**config.mk**
```make
export PLATFORM = sky130hd
export DESIGN_NAME = ula_display_ctrl
export DESIGN_NICKNAME = d
export VERILOG_FILES = /design/src/rtl/ula_display_ctrl_pkg.sv /design/src/rtl/bin_to_bcd_seq.sv /design/src/rtl/ula_display_ctrl.sv
export SDC_FILE = /design/constraint.sdc
export NUM_CORES = 1
export LEC_CHECK = 0
export CAP_MARGIN = 15
export CORE_ASPECT_RATIO = 1.75
export CORE_UTILIZATION = 51
export DETAILED_ROUTE_END_ITERATION = 6
export HOLD_SLACK_MARGIN = 0.02
export PLACE_DENSITY = 0.71
export RECOVER_POWER = 50
export SYNTH_ARGS = -nofsm -noshare
export SYNTH_HDL_FRONTEND = slang
export SYNTH_SLANG_ARGS = --single-unit
```
**constraint.sdc**
```tcl
create_clock -name clk -period 3 [get_ports clk]
set_input_delay 0.3 -clock clk [delete_from_list [all_inputs] [get_ports clk]]
set_output_delay 0.3 -clock clk [all_outputs]
set_load 0.005 [all_outputs]
```
**src/rtl/ula_display_ctrl_pkg.sv**
```systemverilog
// Shared types and constants for the ALU result display controller.
// Leading-zero blanking is enabled by defining DISPLAY_LZB_EN.
package ula_display_ctrl_pkg;

    typedef enum logic [1:0] {
        StIdle,
        StConvert,
        StCommit
    } state_e;

    localparam logic BASE_OCT = 1'b0;
    localparam logic BASE_DEC = 1'b1;

    localparam logic [1:0] DIG_UN  = 2'd0;
    localparam logic [1:0] DIG_DEZ = 2'd1;
    localparam logic [1:0] DIG_CEN = 2'd2;

    localparam int unsigned BCD_ITERS = 8;

    typedef struct packed {
        logic [3:0] cen;
        logic [3:0] dez;
        logic [3:0] un;
    } digits_t;

    // Double-dabble correction applied to one BCD nibble before each shift.
    function automatic logic [3:0] add3(input logic [3:0] nib);
        return (nib >= 4'd5) ? nib + 4'd3 : nib;
    endfunction

endpackage

```
**src/rtl/bin_to_bcd_seq.sv**
```systemverilog
// Sequential double-dabble: converts an 8-bit value to 3 BCD digits,
// one shift-add-3 iteration per cycle, with a one-cycle done pulse.
module bin_to_bcd_seq
    import ula_display_ctrl_pkg::*;
(
    input  logic        clk,
    input  logic        rst_n,
    input  logic        start_i,
    input  logic [7:0]  value_i,
    output logic        done_o,
    output logic [11:0] bcd_o
);

    logic [7:0]  shift_q, shift_d;
    logic [11:0] bcd_q, bcd_d;
    logic [2:0]  cnt_q, cnt_d;
    logic        active_q, active_d;
    logic        done_q, done_d;
    logic [11:0] adj;

    always_comb begin
        shift_d  = shift_q;
        bcd_d    = bcd_q;
        cnt_d    = cnt_q;
        active_d = active_q;
        done_d   = 1'b0;
        adj      = {add3(bcd_q[11:8]), add3(bcd_q[7:4]), add3(bcd_q[3:0])};

        if (start_i && !active_q) begin
            shift_d  = value_i;
            bcd_d    = '0;
            cnt_d    = '0;
            active_d = 1'b1;
        end else if (active_q) begin
            // Top bit of the corrected accumulator is always 0 for inputs <= 255.
            {bcd_d, shift_d} = {adj[10:0], shift_q, 1'b0};
            cnt_d = cnt_q + 3'd1;
            if (cnt_q == 3'(BCD_ITERS - 1)) begin
                active_d = 1'b0;
                done_d   = 1'b1;
            end
        end
    end

    always_ff @(posedge clk or negedge rst_n) begin
        if (!rst_n) begin
            shift_q  <= '0;
            bcd_q    <= '0;
            cnt_q    <= '0;
            active_q <= 1'b0;
            done_q   <= 1'b0;
        end else begin
            shift_q  <= shift_d;
            bcd_q    <= bcd_d;
            cnt_q    <= cnt_d;
            active_q <= active_d;
            done_q   <= done_d;
        end
    end

    assign done_o = done_q;
    assign bcd_o  = bcd_q;

endmodule

```
**src/rtl/ula_display_ctrl.sv**
```systemverilog
// ALU result display controller: octal/decimal conversion and a scanned
// shared-decoder output. Define DISPLAY_LZB_EN for leading-zero blanking.
module ula_display_ctrl
    import ula_display_ctrl_pkg::*;
#(
    parameter int unsigned REFRESH_DIV = 1000
) (
    input  logic       clk,
    input  logic       rst_n,
    input  logic       result_valid,
    input  logic [7:0] result,
    input  logic       base_sel,
    output logic       result_ready,
    output logic       busy,
    output logic [3:0] digit_code,
    output logic [2:0] digit_en
);

    localparam int unsigned CntW = (REFRESH_DIV > 1) ? $clog2(REFRESH_DIV) : 1;

    state_e state_q, state_d;

    logic            accept;
    logic            conv_start;
    logic            conv_done;
    logic            commit;
    logic [11:0]     conv_bcd;

    logic [7:0]      shadow_res_q, shadow_res_d;
    logic            shadow_base_q, shadow_base_d;
    digits_t         disp_q, disp_d;
    digits_t         staged;

    logic [CntW-1:0] cnt_q, cnt_d;
    logic [1:0]      idx_q, idx_d;
    logic            wrap;
    logic [2:0]      en_q, en_d;
    logic [3:0]      code_q, code_d;
    logic            blank;

    assign accept = result_valid && result_ready;

    // FSM: state register
    always_ff @(posedge clk or negedge rst_n) begin
        if (!rst_n) begin
            state_q <= StIdle;
        end else begin
            state_q <= state_d;
        end
    end

    // FSM: next state
    always_comb begin
        state_d = state_q;
        unique case (state_q)
            StIdle: begin
                if (accept) begin
                    state_d = (base_sel == BASE_DEC) ? StConvert : StCommit;
                end
            end
            StConvert: begin
                if (conv_done) begin
                    state_d = StCommit;
                end
            end
            StCommit: state_d = StIdle;
            default:  state_d = StIdle;
        endcase
    end

    // FSM: outputs
    always_comb begin
        result_ready = (state_q == StIdle);
        busy         = (state_q != StIdle);
        conv_start   = (state_q == StIdle) && result_valid && (base_sel == BASE_DEC);
        commit       = (state_q == StCommit);
    end

    bin_to_bcd_seq u_bin_to_bcd_seq (
        .clk     (clk),
        .rst_n   (rst_n),
        .start_i (conv_start),
        .value_i (result),
        .done_o  (conv_done),
        .bcd_o   (conv_bcd)
    );

    always_comb begin
        shadow_res_d  = shadow_res_q;
        shadow_base_d = shadow_base_q;
        if (accept) begin
            shadow_res_d  = result;
            shadow_base_d = base_sel;
        end

        if (shadow_base_q == BASE_DEC) begin
            staged.cen = conv_bcd[11:8];
            staged.dez = conv_bcd[7:4];
            staged.un  = conv_bcd[3:0];
        end else begin
            staged.cen = {2'b00, shadow_res_q[7:6]};
            staged.dez = {1'b0, shadow_res_q[5:3]};
            staged.un  = {1'b0, shadow_res_q[2:0]};
        end

        // Displayed digits only change when the FSM leaves COMMIT.
        disp_d = commit ? staged : disp_q;
    end

    // Refresh scan, free-running regardless of the FSM.
    always_comb begin
        wrap  = (cnt_q == CntW'(REFRESH_DIV - 1));
        cnt_d = wrap ? '0 : cnt_q + CntW'(1);
        idx_d = idx_q;
        if (wrap) begin
            idx_d = (idx_q == DIG_CEN) ? DIG_UN : idx_q + 2'd1;
        end
    end

    // Output registers are fed from next-state values so they track wrap and commit edges.
    always_comb begin
        en_d   = 3'b001;
        code_d = disp_d.un;
        blank  = 1'b0;
        case (idx_d)
            DIG_UN: begin
                en_d   = 3'b001;
                code_d = disp_d.un;
            end
            DIG_DEZ: begin
                en_d   = 3'b010;
                code_d = disp_d.dez;
            end
            DIG_CEN: begin
                en_d   = 3'b100;
                code_d = disp_d.cen;
            end
            default: begin
                en_d   = 3'b001;
                code_d = disp_d.un;
            end
        endcase
`ifdef DISPLAY_LZB_EN
        if ((idx_d == DIG_CEN) && (disp_d.cen == 4'd0)) begin
            blank = 1'b1;
        end
        if ((idx_d == DIG_DEZ) && (disp_d.cen == 4'd0) && (disp_d.dez == 4'd0)) begin
            blank = 1'b1;
        end
`else
        blank = 1'b0;
`endif
        if (blank) begin
            en_d   = 3'b000;
            code_d = 4'd0;
        end
    end

    always_ff @(posedge clk or negedge rst_n) begin
        if (!rst_n) begin
            shadow_res_q  <= '0;
            shadow_base_q <= BASE_OCT;
            disp_q        <= '0;
            cnt_q         <= '0;
            idx_q         <= DIG_UN;
            en_q          <= 3'b001;
            code_q        <= 4'd0;
        end else begin
            shadow_res_q  <= shadow_res_d;
            shadow_base_q <= shadow_base_d;
            disp_q        <= disp_d;
            cnt_q         <= cnt_d;
            idx_q         <= idx_d;
            en_q          <= en_d;
            code_q        <= code_d;
        end
    end

    assign digit_en   = en_q;
    assign digit_code = code_q;

endmodule

```
# Word-level counts from Yosys, hierarchy flattened
# Index checks and enable logic that the tools add are counted.
dict set report totals {
  latch_bits 0
  output_inout_bits 9
  memories 0
  romBits 0
  regBits 67
  inputBits 12
  ram_bits 0
  wordCells 67
}
dict set report classes {
  n_mux 26
  n_eq_ne 9
  reduce_logical 8
  multipliers 0
  n_shift 0
  n_addsub 6
  div_mod_pow 0
  bitwise_logic 0
  order_cmp 3
}
# operator count
set op_table {}
lappend op_table {{two-way mux 12 bit} 4}
lappend op_table {{two-way mux 8 bit} 2}
lappend op_table {{>= comparator 4 x 3 -> 1 bit (second input constant)} 3}
lappend op_table {{adder 10 x 1 -> 10 bit (second input constant)} 1}
lappend op_table {{== test 10 bit (second input constant)} 1}
lappend op_table {{two-way mux 10 bit} 1}
lappend op_table {{two-way mux 2 bit} 5}
lappend op_table {{two-way mux 3 bit} 3}
lappend op_table {{adder 4 x 2 -> 4 bit (second input constant)} 2}
lappend op_table {{two-way mux 4 bit} 2}
lappend op_table {{one-hot mux 4 bit (2 select lines)} 1}
lappend op_table {{== test 2 bit (second input constant)} 3}
lappend op_table {{two-way mux 1 bit} 6}
lappend op_table {{one-hot mux 3 bit (2 select lines)} 1}
lappend op_table {{== test 2 x 1 -> 1 bit (second input constant)} 2}
lappend op_table {{!= test 2 x 1 -> 1 bit (second input constant)} 2}
lappend op_table {{one-hot mux 2 bit (2 select lines)} 1}
lappend op_table {{nonzero test 2 bit} 2}
lappend op_table {{adder 3 x 1 -> 3 bit (second input constant)} 1}
lappend op_table {{adder 3 x 2 -> 3 bit (second input constant)} 1}
lappend op_table {{== test 3 bit (second input constant)} 1}
lappend op_table {{logical AND 1 bit} 3}
lappend op_table {{adder 2 x 1 -> 2 bit (second input constant)} 1}
lappend op_table {{logical NOT 2 bit} 1}
lappend op_table {{other kinds (2)} 2}

# Longest topological paths before layout
# Gate-level depths: netlist of run 1.
dict set report depth {
  depth_word 5
  ltp_mapped 9
  ltp_nobuf 9
}

# Hierarchy
# A second synthesis of run 1 with hierarchy kept.
dict set report hier_totals {
  cells_unflattened 273
  hier_area_um2 3159.3
}
# mod cells_each instances area_each_um2 seq_area_each_um2
set by_module_without_submodules {}
lappend by_module_without_submodules {ula_display_ctrl 153 1 1885.6 1052.3}
lappend by_module_without_submodules {bin_to_bcd_seq 120 1 1273.7 625.6}

# Worst setup path after synthesis of run 1
# Ideal clock, no wire load.
dict set report synth_timing {
  path_kind {flip-flop to flip-flop}
  start {reg cnt_q[0]}
  end {reg code_q[0], in the netlist digit_code[0]}
  setup_ns 0.119
  stages_incl_launch_ff 9
  synth_period_minus_slack_ns 2.106
  n_path_buf 0
  slack_ns 0.894
  required_ns 2.881
  arrival_ns 1.988
  cell_sequence {dfrtp_1 -> ha_1 -> and3_1 -> nand4_1 -> nor3_1 -> a21oi_1 -> ha_1 -> a221o_1 -> o21a_1}
}
dict set report synth_between {
  elab_chain_cells 4
  elab_cells_between_ends 5
  classes_between {eq/ne: 3; mux: 2}
}
# item line_no
set synth_rtl {}
lappend synth_rtl {{start: declaration} ula_display_ctrl.sv:34} ;# logic [CntW-1:0] cnt_q, cnt_d;
lappend synth_rtl {{start signal: assignment} ula_display_ctrl.sv:172} ;# cnt_q <= cnt_d;
lappend synth_rtl {{== test 10 bit *} ula_display_ctrl.sv:112} ;# wrap = (cnt_q == CntW'(REFRESH_DIV - 1));
lappend synth_rtl {{two-way mux 2 bit *} ula_display_ctrl.sv:115} ;# if (wrap) begin
lappend synth_rtl {{== test 2 bit / == test 2 x 1 -> 1 bit (equally long branches)} ula_display_ctrl.sv:125} ;# case (idx_d)
lappend synth_rtl {{one-hot mux 4 bit (2 select lines) *} ula_display_ctrl.sv:125}
lappend synth_rtl {{named net code_d[0]} ula_display_ctrl.sv:38} ;# logic [3:0] code_q, code_d;
lappend synth_rtl {{end signal: assignment} ula_display_ctrl.sv:175} ;# code_q <= code_d;
lappend synth_rtl {{end: declaration} ula_display_ctrl.sv:38}
# The timed path passes the listed nets; every way through them passes the cells marked *.
# A chain may end at the register's enable or synchronous reset.

# Worst setup path in the final report of run 1
dict set report layout_timing {
  start {reg cnt_q[3]}
  end {reg code_q[1], in the netlist digit_code[1]}
}
# Same word-level chain as after synthesis.

==> results of run 1 <==
[routing by layer]
metal,up-vias,track usage [%],wire length [um]
li1,1004,-,-
met1,1001,22.0,2320
met2,29,34.9,3050
met3,13,4.33,124
met4,0,11.5,157
met5,-,0,0
[final cells by class]
cell class / instances / area (um2)
Inverter: 13 / 48.8
Timing Repair Buffer: 24 / 216
Clock inverter: 5 / 52.6
Fill cell: 528 / 2340
Sequential cell: 67 / 1680
Tap cell: 78 / 97.6
Clock buffer: 11 / 141
Multi-Input combinational cell: 188 / 1310
[critical path, delay by kind of cell (launching register included)]
| kind | cells | cell delay (ns) |
|---|---|---|
| AND/OR/NAND/NOR | 3 | 1.00 |
| AO/OA/AOI/OAI | 3 | 0.47 |
| flip-flops | 1 | 0.43 |
| adder cells (fa/ha/maj) | 1 | 0.38 |
[worst max-delay path by stage]
stage	startpoint	slack [ns]	to
global placement	cnt_q[3]$_DFF_PN0_	0.71	digit_code[3]$_DFF_PN0_
global route	rst_n	0.29	u_bin_to_bcd_seq.bcd_o[6]$_DFFE_PN0P_
floorplan	cnt_q[0]$_DFF_PN0_	0.89	digit_code[0]$_DFF_PN0_
finish	cnt_q[3]$_DFF_PN0_	0.62	digit_code[1]$_DFF_PN0_
CTS	cnt_q[3]$_DFF_PN0_	0.61	digit_code[3]$_DFF_PN0_
detailed placement	cnt_q[3]$_DFF_PN0_	0.62	digit_code[3]$_DFF_PN0_
[power breakdown]
| part | switching (W) | leakage, nW | total [W] | internal, W |
|---|---|---|---|---|
| Clock | 0.000325 | 0.0991 | 0.000727 | 0.000402 |
| Combinational | 0.000515 | 0.723 | 0.00108 | 0.000566 |
| Sequential | 0.000223 | 0.854 | 0.00143 | 0.00121 |
[stage by stage]
stage               hold slack (ns)  instances  utilization [%]  setup WS [ns]  power [W]
CTS                          0.0746        386             60.4          0.607    0.00327
global route                  0.515        386             60.3          0.286    0.00347
finish                        0.483        386             60.3          0.621    0.00324
floorplan                   0.00441        278                -          0.894    0.00222
global placement              0.440        370             57.1          0.710    0.00250
detailed placement            0.438        370             57.1          0.624    0.00254
[logic make-up (layout without fill, tap and decap cells)]
kind of cell | count (synthesis) | count (layout) | synth area share [%]
muxes | 36 | 36 | 12.8
xor gates and xnor gates | 10 | 10 | 2.83
DFF | 67 | 67 | 54.2
adders and majority gates | 11 | 11 | 4.44
AOI/OAI and AO/OA | 47 | 47 | 9.65
and+or+nand+nor | 84 | 84 | 12.6
buffers and inverters | 23 | 53 | 3.59
[cell usage after synthesis (all sizes together), types with 2 or more instances]
master / count / area (um2)
and3: 2 / 12.5
a21oi: 7 / 35.0
a22o: 9 / 78.8
nand4: 2 / 12.5
nand2b: 5 / 31.3
and2: 4 / 25.0
o21a: 3 / 22.5
or3: 2 / 12.5
buf: 5 / 43.8
ha: 11 / 138
nand3: 11 / 55.1
xnor2: 6 / 52.6
clkbuf: 5 / 18.8
dfrtp: 66 / 1650
inv: 13 / 48.8
a221o: 2 / 20.0
mux2i: 17 / 170
nand2: 35 / 131
mux2: 19 / 225
nor3b: 5 / 37.5
o21ai: 22 / 110
nor2: 16 / 60.1
xor2: 4 / 35.0
[registers in the layout, indices dropped and copies added (netlist names)]
signal and count:
disp_q 12, u_bin_to_bcd_seq.bcd_o 12, cnt_q 10, shadow_res_q 8, u_bin_to_bcd_seq.shift_q 8, digit_code 4
digit_en 3, u_bin_to_bcd_seq.cnt_q 3, idx_q 2, state_q 2, shadow_base_q 1, u_bin_to_bcd_seq.active_q 1
u_bin_to_bcd_seq.done_o 1
[placed cells by master (no fill, tap or decap), types with 2 or more instances in the layout]
cell type and n:
a221o_1 2, nand2b_1 5, clkinv_2 3, or3_1 2
clkbuf_8 10, nand4_1 2, a22o_1 9, xor2_1 4
a21oi_1 7, ha_1 11, o21ai_0 22, nor2_1 16
buf_4 2, nand3_1 11, mux2_2 16, mux2i_1 17
clkdlybuf4s50_1 18, o21a_1 3, and3_1 2, xnor2_1 6
clkbuf_1 4, mux2_4 3, nor3b_1 5, nand2_1 35
dfrtp_1 66, inv_1 13, and2_1 3
==> results.yml, run 1 <==
global_routing:
  grt_pass1_vias: 2076
  grt_max_degree: 39
  grt_usage_pct: 20.3
  antenna_found_initial: 0
  grt_pass1_wl_mm: 9.38
  grt-ovfl-total: 0
detailed_routing:
  via_per_inst: 5.30
  drtIter0Drc: 40
  wl_per_cell_um: 14.6
  drc: 0
  first_pass_iters: 4
  vias: 2047
  drt-total-wl_mm: 5.64
  ant_nets: 0
worst_setup_path:
  rr_startpoint: "cnt_q[3]$_DFF_PN0_"
  startpoint_type: "register"
  worstPathRequired_ns: 3.22
  rrSetupSlack_ns: 0.62
  slowest_delay_ns: 0.43
  crit_path_cell_trace: "nor3b_1, nand4_1, nor3_1, a21oi_1, ha_1, a221o_1, o21a_1"
  r2r_cells: 7
  arrival_ns: 2.60
  path_class: "register to register"
  cp_max_fo: 7
  slowest_stage: "dfrtp_1"
  end_kind: "register"
  reg2reg_to: "digit_code[1]$_DFF_PN0_"
synth:
  synth_edf_count: 0
  synth_seq_cells: 67
  synth_cell_types: 32
  synthesis.instances: 278
  syn_nets: 301
  synth_ff_type: "dfrtp_1"
  ys_seq_area_share_pct: 54.2
  synthArstFlopShare_pct: 100
  syn_area_um2: 3100
  avgSynthCellArea_um2: 11.1
  yosysWarnings: 0
cells_and_area:
  final_area_um2: 3540
  drive_gt1_share_pct: 12.0
  area_delta_synth_final_pct: 14.4
  final_net_count: 326
  antenna_cells: 0
clock_network:
  clock_latency_ns: 0.34
  clkSinkCount: 67
  cts_resized: 0
  cts_buffers: 9
  h-tree-depth: 3
  clk_pin_slew_worst_paths_ns: 0.07
  cts_setup_buffers: 0
  cts_buffer_depth: 2
  clockRootBuffer: "clkbuf_8"
  cts-hold-fix-buffers: 0
  cts_tree: "done"
die:
  rows: 37
  fp.coreArea_um2: 5880
  start_util_pct: 52.7
  die_h_um: 105
  dieArea_um2: 6400
  io_pins: 21
  fp.dieW_um: 60.9
placed_design:
  globalplace.congestion: 0.795
  dp_hpwl_mm: 4.09
  io_buffers: 20
  placed_cell_area_um2: 3360
min_path:
  hp-class: "input port to asynchronous set/reset pin"
sta:
  hold_viol_final: 0
  min_period_over_period_pct: 79.3
  period_minus_slack_ns: 2.38
  worst_slew_pin_slew_ns: 1.90
  fmax_ghz: 0.420
  setup_viol: 0
  tns_ns: 0
  skew_ns: 0.0109
  relSlewSlack_pct: -26.8
  grt_setup_unrepaired: "false"
  slew_viol_final: 37
pwr:
  powerDensity_nw_per_um2: 914
  leakagePower_nw: 1.68
  irDropWorstVdd_mv: 0.599
run_status:
  failed_checks: "max-capacitance violations, max-slew violations"
  status: "finished with violations"
flow_run:
  cap_viol_max_count: 1
Note: power is estimated with default switching activity, not from simulation.
==> run 2, diff against run 1 <==
Settings changed: PLACE_DENSITY 0.71 to 0.73.
Clock period 3 ns to 2 ns, I/O delays scaled along.
==> results.yml, run 2 (synthesized netlist as in run 1, its figures left out) <==
run_status:
  status: "completed"
detailed_routing:
  ant_nets: 0
  wl_per_cell_um: 15.1
  routed-wl-met2_mm: 3.49
  drc: 0
  drtIter0Drc: 52
  top_layer_used: "met4"
  vias: 2135
  via_per_inst: 5.26
  drt-total-wl_mm: 6.13
  met1Wirelength_mm: 2.31
  first_pass_iters: 4
  dr_wl_met3_um: 144
sta:
  fmax_ghz: 0.510
  relSlewSlack_pct: 39.6
  setup_viol: 0
  min_period_over_period_pct: 98.0
  period_minus_slack_ns: 1.96
  skew_ns: 0.0124
  hold_viol_final: 0
  tns_ns: 0
  grt_setup_unrepaired: "true"
  worst_slew_pin_slew_ns: 0.906
  slew_viol_final: 0
placed_design:
  placed_cell_area_um2: 3530
  globalplace.congestion: 0.795
  dp_hpwl_mm: 4.38
  io_buffers: 20
die:
  fp.dieW_um: 60.9
  start_util_pct: 52.7
  io_pins: 21
  die_h_um: 105
  dieArea_um2: 6400
  rows: 37
  fp.coreArea_um2: 5880
pwr:
  powerDensity_nw_per_um2: 1310
  leakagePower_nw: 1.78
  irDropWorstVdd_mv: 0.874
worst_setup_path:
  worstPathRequired_ns: 2.24
  path_class: "register to register"
  end_kind: "register"
  cp_max_fo: 7
  arrival_ns: 2.20
  startpoint_type: "register"
cells_and_area:
  drive_gt1_share_pct: 20.1
  antenna_cells: 0
  fillers: 505
  area_delta_synth_final_pct: 21.5
  area.sequential_um2: 1680
  final_area_um2: 3760
  final_net_count: 346
  layout_common_cells: "66 x dfrtp_1, 35 x nand2_1, 21 x o21ai_0, 21 x buf_4, 19 x clkdlybuf4s50_1"
  multi_input_area_um2: 1370
  final_common_cell: "dfrtp_1"
global_routing:
  grt-ovfl-total: 0
  grt_max_degree: 68
  grt_usage_pct: 21.6
  grt_pass1_wl_mm: 9.72
  antenna_found_initial: 0
  grt_pass1_vias: 2160
clock_network:
  cts_tree: "done"
  clkSinkCount: 67
  cts_buffers: 9
  h-tree-depth: 3
  cts_buffer_depth: 2
  clock_latency_ns: 0.34
  clockRootBuffer: "clkbuf_8"
  clk_pin_slew_worst_paths_ns: 0.07
min_path:
  hp-class: "input port to register"
flow_run:
  cap_viol_max_count: 0
[run 2: cell count changes in the layout (fill, tap and decap cells not counted), moves of 2 or more]
cell,before,now
a21oi_2,0,2
ha_1,11,8
ha_4,0,2
buf_4,2,21
a21oi_1,7,5
[run 2: power by group]
group	switching, W	internal (W)	leakage (nW)
clock network	0.000483	0.000607	0.0974
registers	0.000335	0.00181	0.854
logic	0.000819	0.000883	0.833
total	0.00164	0.00330	1.78
[run 2: layer usage]
metal  vias to the layer above  track usage [%]
met1                      1050             21.7
met5                         -                0
met2                        27             37.8
met3                        12             3.09
met4                         0             15.4
li1                       1046                -
[run 2: timing repair]
action / CTS / global route
setup endpoints to repair: 4 / 4
pin swaps: 4 / 4
hold endpoints to repair: 66 / 0
hold buffers: 1 / 0
gates resized for setup: 4 / 4
buffers inserted: 1 / 1
[run 2: worst paths after layout]
kind                       slack, ns                                       to                               startpoint  depth (start not counted)
max                             0.04                  digit_code[0]$_DFF_PN0_                       cnt_q[1]$_DFF_PN0_                          9
min                             0.46  u_bin_to_bcd_seq.shift_q[0]$_DFFE_PN0P_                                result[0]                          3
max reg2reg                     0.04                  digit_code[0]$_DFF_PN0_                       cnt_q[1]$_DFF_PN0_                          9
min reg2reg                     0.49  u_bin_to_bcd_seq.shift_q[2]$_DFFE_PN0P_  u_bin_to_bcd_seq.shift_q[1]$_DFFE_PN0P_                          2
max in group asynchronous       0.76    u_bin_to_bcd_seq.bcd_o[5]$_DFFE_PN0P_                                    rst_n                          3
min in group asynchronous       0.64                       cnt_q[9]$_DFF_PN0_                                    rst_n                          3
[run 2: critical path, stage by stage (launching register included)]
cell,delay [ns]
dfrtp_1,0.39
ha_4,0.15
and3_4,0.18
nand4_1,0.11
buf_6,0.17
nor3_4,0.18
a21oi_2,0.07
ha_4,0.24
a221o_1,0.26
o21a_1,0.10
[run 2: area by class of cell]
cell class	instances	area share, %
clock inverter	3	1.06
sequential	67	44.6
multi-input combinational	188	36.4
clock buffer	13	3.96
timing repair buffer	44	10.1
tap	78	2.59
inverter	13	1.30
[run 2: per-stage QoR]
| stage | hold slack [ns] | utilization [%] | std cells | power (W) | setup slack [ns] |
|---|---|---|---|---|---|
| after global placement | 0.246 | 60.0 | 387 | 0.00381 | -0.0584 |
| after global routing | 0.470 | 64.0 | 406 | 0.00526 | -0.0520 |
| final | 0.463 | 64.0 | 406 | 0.00494 | 0.0410 |
| after CTS | 0.410 | 63.7 | 405 | 0.00501 | -0.0130 |
| after floorplan | -0.0956 | - | 278 | 0.00333 | -0.0191 |
| after detailed placement | 0.245 | 60.0 | 387 | 0.00389 | -0.134 |
==> run 3, diff against run 2 <==
Settings changed: PLACE_DENSITY 0.73 to 0.71.
Clock period 2 ns to 2.25 ns, I/O delays scaled along.
==> results.yml, run 3 (synthesized netlist as in run 1, its figures left out) <==
sta:
  min_period_over_period_pct: 93.1
  setup_ws_ns: 0.156
  skew_ns: 0.00995
  fmax_ghz: 0.478
  slew_viol_final: 0
  setup_viol: 0
  grt_setup_unrepaired: "false"
  hold_viol_final: 0
  relSlewSlack_pct: 2.18
  period_minus_slack_ns: 2.09
  worst_slew_pin_slew_ns: 1.47
worst_setup_path:
  end_kind: "register"
  arrival_ns: 2.33
  path_class: "register to register"
  startpoint_type: "register"
  rrSetupSlack_ns: 0.16
  worstPathRequired_ns: 2.48
  cp_max_fo: 7
clock_network:
  clk_pin_slew_worst_paths_ns: 0.08
  cts_buffers: 9
  cts_tree: "done"
  clock_latency_ns: 0.34
  cts_buffer_depth: 2
  clkSinkCount: 67
  clockRootBuffer: "clkbuf_8"
  h-tree-depth: 3
global_routing:
  grt-ovfl-total: 0
  grt_usage_pct: 20.4
  antenna_found_initial: 0
  grt_max_degree: 42
  grt_pass1_vias: 2074
  grt_pass1_wl_mm: 9.37
placed_design:
  io_buffers: 20
  dp_hpwl_mm: 4.11
  placed_cells: 374
  dp_slack_ns: -0.0309
  globalplace.congestion: 0.810
cells_and_area:
  final_common_cell: "dfrtp_1"
  final_core_util_pct: 61.7
  fin_cells: 392
  antenna_cells: 0
  fillers: 516
  drive_gt1_share_pct: 14.6
  final_net_count: 332
  area_delta_synth_final_pct: 17.0
  multi_input_area_um2: 1320
  layout_common_cells: "66 x dfrtp_1, 35 x nand2_1, 22 x o21ai_0, 19 x clkdlybuf4s50_1, 17 x mux2i_1"
  area.sequential_um2: 1680
detailed_routing:
  drt-total-wl_mm: 5.55
  via_per_inst: 5.32
  first_pass_iters: 4
  wl_per_cell_um: 14.2
  drc: 0
  vias: 2084
  drtIter0Drc: 59
  ant_nets: 0
run_status:
  status: "completed"
min_path:
  hp-class: "register to register"
flow_run:
  cap_viol_max_count: 0
pwr:
  power_w: 0.00434
  leakagePower_nw: 1.72
  irDropWorstVdd_mv: 0.710
  powerDensity_nw_per_um2: 1200
die:
  fp.coreArea_um2: 5880
  rows: 37
  start_util_pct: 52.7
  io_pins: 21
  dieArea_um2: 6400
  fp.dieW_um: 60.9
  die_h_um: 105
## run 3: cell count changes in the layout (fill, tap and decap cells not counted), moves of 2 or more
cell	previous run	this run
a21oi_1	5	7
a21oi_2	2	0
buf_4	21	7
clkinv_4	0	3
ha_1	8	11
ha_4	2	0
## run 3: layout make-up
cell class / instances / share of cell area [%]
well taps: 78 / 2.69
clock buffers: 9 / 3.42
clock inverters: 7 / 2.14
repair buffers: 30 / 7.73
flip-flops and latches: 67 / 46.3
inverters: 13 / 1.35
multi-input cells: 188 / 36.4
## run 3: final timing paths
| check | start | end | cells after the start |
|---|---|---|---|
| setup / recovery | cnt_q[0]$_DFF_PN0_ | digit_code[0]$_DFF_PN0_ | 9 |
| hold / removal | u_bin_to_bcd_seq.shift_q[2]$_DFFE_PN0P_ | u_bin_to_bcd_seq.shift_q[3]$_DFFE_PN0P_ | 2 |
| setup reg to reg | cnt_q[0]$_DFF_PN0_ | digit_code[0]$_DFF_PN0_ | 9 |
| hold reg to reg | u_bin_to_bcd_seq.shift_q[2]$_DFFE_PN0P_ | u_bin_to_bcd_seq.shift_q[3]$_DFFE_PN0P_ | 2 |
| max in group asynchronous | rst_n | digit_en[0]$_DFF_PN1_ | 3 |
| min in group asynchronous | rst_n | disp_q[0]$_DFF_PN0_ | 2 |
## run 3: critical path: stages (launching register included)
cell	delay [ns]
dfrtp_1	0.39
ha_1	0.17
and3_1	0.17
nand4_1	0.09
buf_4	0.17
nor3_2	0.14
a21oi_1	0.07
ha_1	0.38
a221o_1	0.29
o21a_1	0.12
## run 3: where the power goes
part	internal, W	switching, W
sequential	0.00161	0.000295
combinational	0.000763	0.000681
clock	0.000518	0.000468
total	0.00289	0.00144
## run 3: layer usage
metal	vias to the layer above	wire length, um	share of wire (%)	track usage, %
li1	1025	-	-	-
met1	1014	2200	40	23.1
met2	33	3030	55	33.0
met3	12	165	3.0	5.94
met4	0	156	2.8	11.7
met5	-	0	0	0
## run 3: through the flow
| step | hold slack [ns] | area, um2 | TNS, ns |
|---|---|---|---|
| finish | 0.490 | 3620 | 0 |
| global route | 0.506 | 3620 | 0 |
| CTS | 0.449 | 3620 | 0 |
| detailed placement | 0.275 | 3400 | -0.0511 |
| global placement | 0.281 | 3400 | 0 |
| floorplan | -0.0706 | 3100 | 0 |
## run 3: timing repair
item	in CTS	in global routing
pin swaps	1	0
resized for setup	0	2
hold endpoints to repair	26	0
setup buffers	1	0
hold buffers	1	0
cloned	0	0
setup endpoints to repair	3	4
